`config.mk`:
```
export PLATFORM = sky130hd
export DESIGN_NAME = axis_fifo_reader
export DESIGN_NICKNAME = d
export VERILOG_FILES = /design/src/rtl/axis_fifo_reader.sv
export SDC_FILE = /design/constraint.sdc
export NUM_CORES = 1
export LEC_CHECK = 0
export CAP_MARGIN = 5
export CORE_ASPECT_RATIO = 0.75
export CORE_MARGIN = 8
export CORE_UTILIZATION = 30
export CTS_CLUSTER_DIAMETER = 150
export DETAILED_ROUTE_END_ITERATION = 7
export MAX_ROUTING_LAYER = met4
export SLEW_MARGIN = 10
export SYNTH_ARGS = -nofsm -noshare
export SYNTH_HDL_FRONTEND = slang
export SYNTH_SLANG_ARGS = --single-unit
```
`constraint.sdc`:
```
create_clock -name fifo_clk -period 5.2 [get_ports fifo_clk]
set_input_delay 1.04 -clock fifo_clk [delete_from_list [all_inputs] [get_ports fifo_clk]]
set_output_delay 1.04 -clock fifo_clk [all_outputs]
set_load 0.005 [all_outputs]
```
`src/rtl/axis_fifo_reader.sv`:
```
`default_nettype none
//------------------------------------------------------------------------------
// Module  : axis_fifo_reader
// Purpose : AXI4-Stream master that drains a 1-cycle-latency FIFO read port
//           into fixed-length TLAST packets through a 2-entry skid buffer.
//           Define AXIS_READER_TKEEP_EN to add cfg_last_keep / m_axis_tkeep.
// Rev     : 1.0  initial release
//------------------------------------------------------------------------------
module axis_fifo_reader #(
   parameter int FIFO_WIDTH = 64,
   parameter int LEN_BITS   = 16
) (
   input  logic                    fifo_clk,
   input  logic                    fifo_rstn,
   input  logic                    cfg_start,
   input  logic [LEN_BITS-1:0]     cfg_len,
`ifdef AXIS_READER_TKEEP_EN
   input  logic [FIFO_WIDTH/8-1:0] cfg_last_keep,
   output logic [FIFO_WIDTH/8-1:0] m_axis_tkeep,
`endif
   output logic                    fifo_ren,
   input  logic [FIFO_WIDTH-1:0]   fifo_out,
   input  logic                    fifo_empty,
   output logic                    m_axis_tvalid,
   output logic [FIFO_WIDTH-1:0]   m_axis_tdata,
   output logic                    m_axis_tlast,
   input  logic                    m_axis_tready,
   output logic                    busy,
   output logic                    done
);

   typedef enum logic [1:0] {
      S_IDLE  = 2'd0,
      S_RUN   = 2'd1,
      S_DRAIN = 2'd2,
      S_DONE  = 2'd3
   } state_t;

   state_t                r_state;
   logic [LEN_BITS-1:0]   r_len_q;
   logic [LEN_BITS-1:0]   r_req_cnt;
   logic [LEN_BITS-1:0]   r_beat_cnt;
   logic                  r_inflight;
   logic [1:0]            r_occ;
   logic [FIFO_WIDTH-1:0] r_head;
   logic [FIFO_WIDTH-1:0] r_tail;
   logic                  r_busy;
   logic                  r_done;

   logic                  w_pop;
   logic                  w_ren;
   logic [1:0]            w_fill;
   logic [LEN_BITS-1:0]   w_last_idx;

   // Reads already in flight count against buffer space so the buffer cannot overflow.
   assign w_fill     = r_occ + {1'b0, r_inflight};
   assign w_pop      = m_axis_tvalid & m_axis_tready;
   assign w_ren      = (r_state == S_RUN) & ~fifo_empty & (r_req_cnt < r_len_q)
                     & ((w_fill < 2'd2) | w_pop);
   assign w_last_idx = r_len_q - 1'b1;

   assign fifo_ren      = w_ren;
   assign m_axis_tvalid = (r_occ != 2'd0);
   assign m_axis_tdata  = r_head;
   assign m_axis_tlast  = m_axis_tvalid & (r_beat_cnt == w_last_idx);
   assign busy          = r_busy;
   assign done          = r_done;

`ifdef AXIS_READER_TKEEP_EN
   logic [FIFO_WIDTH/8-1:0] r_last_keep;

   assign m_axis_tkeep = !m_axis_tvalid ? '0 : (m_axis_tlast ? r_last_keep : '1);
`endif

   always_ff @(posedge fifo_clk) begin
      if (!fifo_rstn) begin
         r_state    <= S_IDLE;
         r_len_q    <= '0;
         r_req_cnt  <= '0;
         r_beat_cnt <= '0;
         r_inflight <= 1'b0;
         r_occ      <= 2'd0;
         r_head     <= '0;
         r_tail     <= '0;
         r_busy     <= 1'b0;
         r_done     <= 1'b0;
`ifdef AXIS_READER_TKEEP_EN
         r_last_keep <= '0;
`endif
      end else begin
         r_inflight <= w_ren;
         if (w_ren) r_req_cnt <= r_req_cnt + 1'b1;
         if (w_pop) r_beat_cnt <= r_beat_cnt + 1'b1;

         // Head always presents the oldest word; tail only fills when head is stalled.
         case (r_occ)
            2'd0: begin
               if (r_inflight) begin
                  r_head <= fifo_out;
                  r_occ  <= 2'd1;
               end
            end
            2'd1: begin
               if (r_inflight && w_pop) begin
                  r_head <= fifo_out;
               end else if (r_inflight) begin
                  r_tail <= fifo_out;
                  r_occ  <= 2'd2;
               end else if (w_pop) begin
                  r_occ  <= 2'd0;
               end
            end
            default: begin
               if (w_pop) begin
                  r_head <= r_tail;
                  if (r_inflight) r_tail <= fifo_out;
                  else            r_occ  <= 2'd1;
               end
            end
         endcase

         case (r_state)
            S_IDLE: begin
               if (cfg_start) begin
                  r_req_cnt  <= '0;
                  r_beat_cnt <= '0;
`ifdef AXIS_READER_TKEEP_EN
                  r_last_keep <= cfg_last_keep;
`endif
                  if (cfg_len != '0) begin
                     r_len_q <= cfg_len;
                     r_busy  <= 1'b1;
                     r_state <= S_RUN;
                  end else begin
                     r_done  <= 1'b1;
                     r_state <= S_DONE;
                  end
               end
            end
            S_RUN: begin
               if (r_req_cnt == r_len_q) r_state <= S_DRAIN;
            end
            S_DRAIN: begin
               if (w_pop && m_axis_tlast) begin
                  r_busy  <= 1'b0;
                  r_done  <= 1'b1;
                  r_state <= S_DONE;
               end
            end
            default: begin
               r_done  <= 1'b0;
               r_state <= S_IDLE;
            end
         endcase
      end
   end

endmodule
`default_nettype wire

```
---- Word-level counts from Yosys, hierarchy flattened ----
Cells that the tools add are included.
operators by class
  add/sub/neg operators ................... 4
  $lt $le $gt $ge ......................... 2
  equality and inequality tests ........... 15
  multiplexer cells ....................... 34
  bitwise logic cells ..................... 9
  reductions and logical operators ........ 16
operator list
  kind                                                  count
  2-to-1 mux 64 bit                                     6
  case mux 64 bit (2 select lines)                      2
  2-to-1 mux 16 bit                                     6
  adder 16 x 1 -> 16 bit (second input constant)        2
  equality test 16 bit                                  2
  2-to-1 mux 2 bit                                      10
  less-than comparator 16 bit                           1
  nonzero test 16 bit                                   1
  subtractor 16 x 1 -> 16 bit (second input constant)   1
  != test 2 bit (second input constant)                 7
  AND reduction 3 bit                                   4
  AND reduction 4 bit                                   2
  2-to-1 mux 1 bit                                      6
  case mux 2 bit (3 select lines)                       1
  nonzero test 2 bit                                    3
  bitwise AND 1 bit                                     5
  AND reduction 5 bit                                   1
  equality test 2 x 1 -> 1 bit (second input constant)  2
  logical NOT 2 bit                                     2
  case mux 2 bit (2 select lines)                       1
  != test 3 x 1 -> 1 bit (second input constant)        1
  != test 3 bit (second input constant)                 1
  inverter 1 bit                                        3
  case mux 1 bit (3 select lines)                       1
  8 further kinds                                       9
storage, ports and cells
  register bits after elaboration ......... 183
  input bits .............................. 85
  output and inout port bits .............. 69
  logic and storage cells ................. 90

---- Longest topological paths before layout ----
Gate-level depths: netlist of the first run.
  word-level depth ........................ 7
  gate-level depth with buffers ........... 11

---- Worst setup path after synthesis of the first run ----
No wires, ideal clock.
  path kind ............................... register to output
  start ................................... register r_len_q[0]
  end ..................................... output port m_axis_tlast
  data arrival time ....................... 2,261 ps
  path slack .............................. 1,899 ps
  stages on the path, launching flop included .. 9
  cell sequence ........................... dfxtp_1 inv_1 ha_1 or4b_2 buf_2 nor4_1 a31oi_1 nor4_1 and4_2
between the ends
  word-level cells in the longest chain between the ends .. 3
ends and longest elaborated chain
  what                         line  RTL
  start, declared              40    logic [LEN_BITS-1:0] r_len_q;
  start signal, assigned       131   r_len_q <= cfg_len;
  subtractor 16 x 1 -> 16 bit  60    assign w_last_idx = r_len_q - 1'b1;
  equality test 16 bit         65    assign m_axis_tlast = m_axis_tvalid & (r_beat_cnt == w_last_idx);
  bitwise AND 1 bit            65
  end, declared                26    output logic m_axis_tlast,
No other way between the ends.

---- Worst setup path after layout of the first run ----
Ends and elaborated chain as after synthesis.

==> parameters.txt, run 1 <==
Parameter                              Value

Run status
  Run status    finished clean

Worst setup path
  Sort of element at the start of the critical path    register
  WS Path Type    register to primary output
  Register-to-register path setup slack    2.29 ns
  CP arrival    3.44 ns
  Endpoint kind of the worst setup timing path    primary output
  Critical path required time    4.16 ns
  Crit path max fanout    7

STA
  Headroom to the max-slew limit    21.99%
  Transition time of the tightest slew-check pin    1.165 ns
  Final Hold Viols    0
  Setup total negative slack    0 ns
  Setup repair after global routing missed its margin    false
  Endpoints failing setup    0
  Largest clock skew in the final design    0.008786 ns
  Final period utilization    86.16%
  Hold Worst Slack    0.4636 ns
  Max Fclk    223.2 MHz
  Period minus WS final    4.481 ns
  Final-report max-slew violation count    0

Synthesis
  Area of the mapped netlist    8726 um2
  Ys async rst share    0%
  Number of flops mapped to enable cells by yosys    0
  Count of mapped cells out of synthesis    970
  Synth Area in Adders    3.298%
  XOR/XNOR Fraction of Synth Area    4.818%
  Synth cell types    55
  Post-synth top area share    41.98%
  Top cell type by total area after synthesis    sky130_fd_sc_hd__dfxtp_1
  Simple-gate share of the synthesized area    19.19%
  Top FF cell, synth    sky130_fd_sc_hd__dfxtp_1
  Seq cells post-synth    183
  Seq/Total Area, Yosys    41.98%
  Largest family of logic cells by synthesized area    simple AND/OR/NAND/NOR gates
  Multiplexer share of the synthesized area    9.880%
  Count of yosys warnings during synthesis    0
  Syn_nets    1078
  Biggest area contributors in the synthesized netlist    sky130_fd_sc_hd__dfxtp_1 (42%), sky130_fd_sc_hd__mux2i_1 (9.8%), sky130_fd_sc_hd__nand2_1 (9.4%)
  Compound-cell area share of the yosys netlist    16.60%
  Avg Inst Size Synth    8.996 um2

Drt
  Post-DR vias/cell    4.719
  Number of iterations in the first detailed-routing pass    5
  Initial drt markers    329
  Number of DRC violations after detailed routing    0
  Overall via count from detail_route    7041
  Routed wire length    23430 um
  Detail Route Antenna Nets    0
  Routed length per placed instance    15.70 um

Placement
  DP Area    10570 um2
  Global placement routability congestion    0.8597
  IO buf count    153
  Count of placed standard cells including taps    1458
  DP Wirelength    16150 um

Floorplanning
  Initial core utilization    30.25%
  Floorplan core area    28850 um2
  Overall die height    163.7 um
  Die X    212.9 um
  Die ar.    34860 um2
  Cell row count    54
  # IOs    154

Final layout
  Fillers    2910
  Area growth syn-to-layout    27.79%
  Area of all placed cells without fillers    11150 um2
  Final core utilization    38.65%
  Fraction of final layout cells sized beyond drive strength 1    5.196%
  Number of nets in the final layout    1193
  Number of standard cells in the layout, taps in and fillers out    1492

Pwr
  Largest vdd supply drop    223.9 uV
  Power per unit of standard cell area    341.1 nW/um2
  P_leak    4.479 nW

Clocking
  Clock sink count    183
  Count of hold-fix buffers inserted at cts    0
  Clock latency on the worst-skew pair    0.43 ns
  Resized Gates After CTS    0
  H-tree depth    4
  Clock-pin transition on the worst setup and hold timing paths    0.07 ns
  Root Buffer Master    sky130_fd_sc_hd__clkbuf_16
  Buffers inserted by post-CTS timing repair    0
  Number of buffers between clock root and the deepest sink    2
  TritonCTS clock tree    done
  Cts bufs inserted    17

Hold path
  Worst hold-check path type    register to register

GRT
  Overall fraction of global-route tracks in use    13.62%
  Number of global-route vias before repair    6597
  Pin count of the biggest net entering global routing    129
  GR Overflow Total    0
  Number of antenna violations at the first check in global routing    2
  Global-route wire length before repair    36660 um

Flow run
  Number of max-cap violations    0
[report_power, final]
group	leakage [nW]	switching, mW	internal (mW)
combinational	2.73	0.441	0.463
clock	0.271	0.575	0.717
sequential	1.48	0.0992	1.51
total	4.48	1.12	2.69
[kinds of logic after synthesis]
kind of cell,after synthesis
flip-flops,183
AO/OA/AOI/OAI,173
buffers and inverters,92
multiplexers,86
AND/OR/NAND/NOR,365
XOR/XNOR,48
adder cells (fa/ha/maj),23
[placed cells by master, fill, tap and decap left out, types with 7 or more instances in the layout]
cell type / synthesis / routed
sky130_fd_sc_hd__nor2b_1: 25 / 24
sky130_fd_sc_hd__o211a_1: 64 / 64
sky130_fd_sc_hd__clkbuf_16: 0 / 17
sky130_fd_sc_hd__and3_1: 8 / 8
sky130_fd_sc_hd__nor3_1: 8 / 8
sky130_fd_sc_hd__nand3_1: 13 / 13
sky130_fd_sc_hd__a21boi_0: 65 / 65
sky130_fd_sc_hd__o21ai_0: 7 / 7
sky130_fd_sc_hd__clkdlybuf4s50_1: 0 / 152
sky130_fd_sc_hd__mux2i_1: 85 / 85
sky130_fd_sc_hd__nor2_1: 38 / 38
sky130_fd_sc_hd__xnor2_1: 32 / 32
sky130_fd_sc_hd__buf_4: 0 / 7
sky130_fd_sc_hd__dfxtp_1: 183 / 182
sky130_fd_sc_hd__xor2_1: 16 / 16
sky130_fd_sc_hd__nand4_1: 10 / 10
sky130_fd_sc_hd__nor4_1: 15 / 15
sky130_fd_sc_hd__a21oi_1: 12 / 11
sky130_fd_sc_hd__nand2_1: 218 / 217
sky130_fd_sc_hd__ha_1: 23 / 23
sky130_fd_sc_hd__inv_1: 28 / 28
[per-stage QoR]
stage | power, mW | setup WS [ns]
2_1_floorplan | 2.184 | 1.899
3_5_place_dp | 2.544 | 1.185
5_1_grt | 4.007 | 0.4548
3_3_place_gp | 2.533 | 1.234
6_report | 3.803 | 0.7195
4_1_cts | 3.854 | 0.6866
[routing by layer]
layer | track usage [%] | vias up | routed length, um
li1 | - | 3573 | -
met1 | 17.53 | 3305 | 11360
met2 | 20.49 | 143 | 10400
met3 | 4.119 | 20 | 1330
met4 | 3.788 | 0 | 340
met5 | - | - | 0
[final cells by class]
type                    instances  area, um2  area share [%]
repair buffers                160       1594           14.30
clock inverters                12      127.6           1.145
diodes                          3      7.507         0.06732
clock buffers                  19      442.9           3.972
multi-input cells             695       4716           42.29
well taps                     392      490.5           4.399
inverters                      28      105.1          0.9426
flip-flops and latches        183       3667           32.89
[synth_stat cells (2+ instances only)]
| cell | number |
|---|---|
| sky130_fd_sc_hd__dfxtp_1 | 183 |
| sky130_fd_sc_hd__buf_1 | 4 |
| sky130_fd_sc_hd__o211a_1 | 64 |
| sky130_fd_sc_hd__a31o_2 | 2 |
| sky130_fd_sc_hd__o21a_1 | 2 |
| sky130_fd_sc_hd__a21o_1 | 3 |
| sky130_fd_sc_hd__nand3_1 | 13 |
| sky130_fd_sc_hd__nor4_1 | 15 |
| sky130_fd_sc_hd__nor3_1 | 8 |
| sky130_fd_sc_hd__and4_1 | 2 |
| sky130_fd_sc_hd__nor2_1 | 38 |
| sky130_fd_sc_hd__nand2b_1 | 4 |
| sky130_fd_sc_hd__nand4_1 | 10 |
| sky130_fd_sc_hd__nor3b_1 | 2 |
| sky130_fd_sc_hd__or4_1 | 3 |
| sky130_fd_sc_hd__xor2_1 | 16 |
| sky130_fd_sc_hd__a21boi_0 | 65 |
| sky130_fd_sc_hd__nor2b_1 | 25 |
| sky130_fd_sc_hd__o21ai_0 | 7 |
| sky130_fd_sc_hd__buf_6 | 3 |
| sky130_fd_sc_hd__o31ai_1 | 2 |
| sky130_fd_sc_hd__a21oi_1 | 12 |
| sky130_fd_sc_hd__mux2i_1 | 85 |
| sky130_fd_sc_hd__or3_1 | 3 |
| sky130_fd_sc_hd__nand2_1 | 218 |
| sky130_fd_sc_hd__clkbuf_1 | 56 |
| sky130_fd_sc_hd__o31a_1 | 3 |
| sky130_fd_sc_hd__inv_1 | 28 |
| sky130_fd_sc_hd__and2_1 | 5 |
| sky130_fd_sc_hd__o22ai_1 | 3 |
| sky130_fd_sc_hd__ha_1 | 23 |
| sky130_fd_sc_hd__o211ai_1 | 2 |
| sky130_fd_sc_hd__xnor2_1 | 32 |
| sky130_fd_sc_hd__and3_1 | 8 |
[critical path, cell delays in order (launching register included)]
cell and delay, ns:
sky130_fd_sc_hd__dfxtp_1 0.39, sky130_fd_sc_hd__inv_1 0.09, sky130_fd_sc_hd__ha_1 0.20, sky130_fd_sc_hd__or4b_2 0.71, sky130_fd_sc_hd__nor4_1 0.31, sky130_fd_sc_hd__a31oi_1 0.08
sky130_fd_sc_hd__nor4_1 0.40, sky130_fd_sc_hd__and4_2 0.31, sky130_fd_sc_hd__clkdlybuf4s50_1 0.51
[sequential cells by signal, summed over array words and instances (netlist names)]
signal / cells
m_axis_tdata: 64
r_state: 2
r_len_q: 16
r_req_cnt: 16
r_tail: 64
r_inflight: 1
busy: 1
r_beat_cnt: 16
r_occ: 2
done: 1
[path summary, 6_finish.rpt]
check | cells past startpoint | startpoint | end
hold reg to reg | 2 | r_tail[53] | r_tail[53]
setup / recovery | 8 | r_len_q[0] | m_axis_tlast
hold / removal | 2 | r_tail[53] | r_tail[53]
setup reg to reg | 9 | r_len_q[4] | r_req_cnt[12]
Power figures use the tool's default switching activity.
==> run 2, diff against run 1 <==
SETUP_SLACK_MARGIN = 0.2   (was default)
==> results of run 2 <==
Final layout, timing and power as in run 1 (identical DEF).
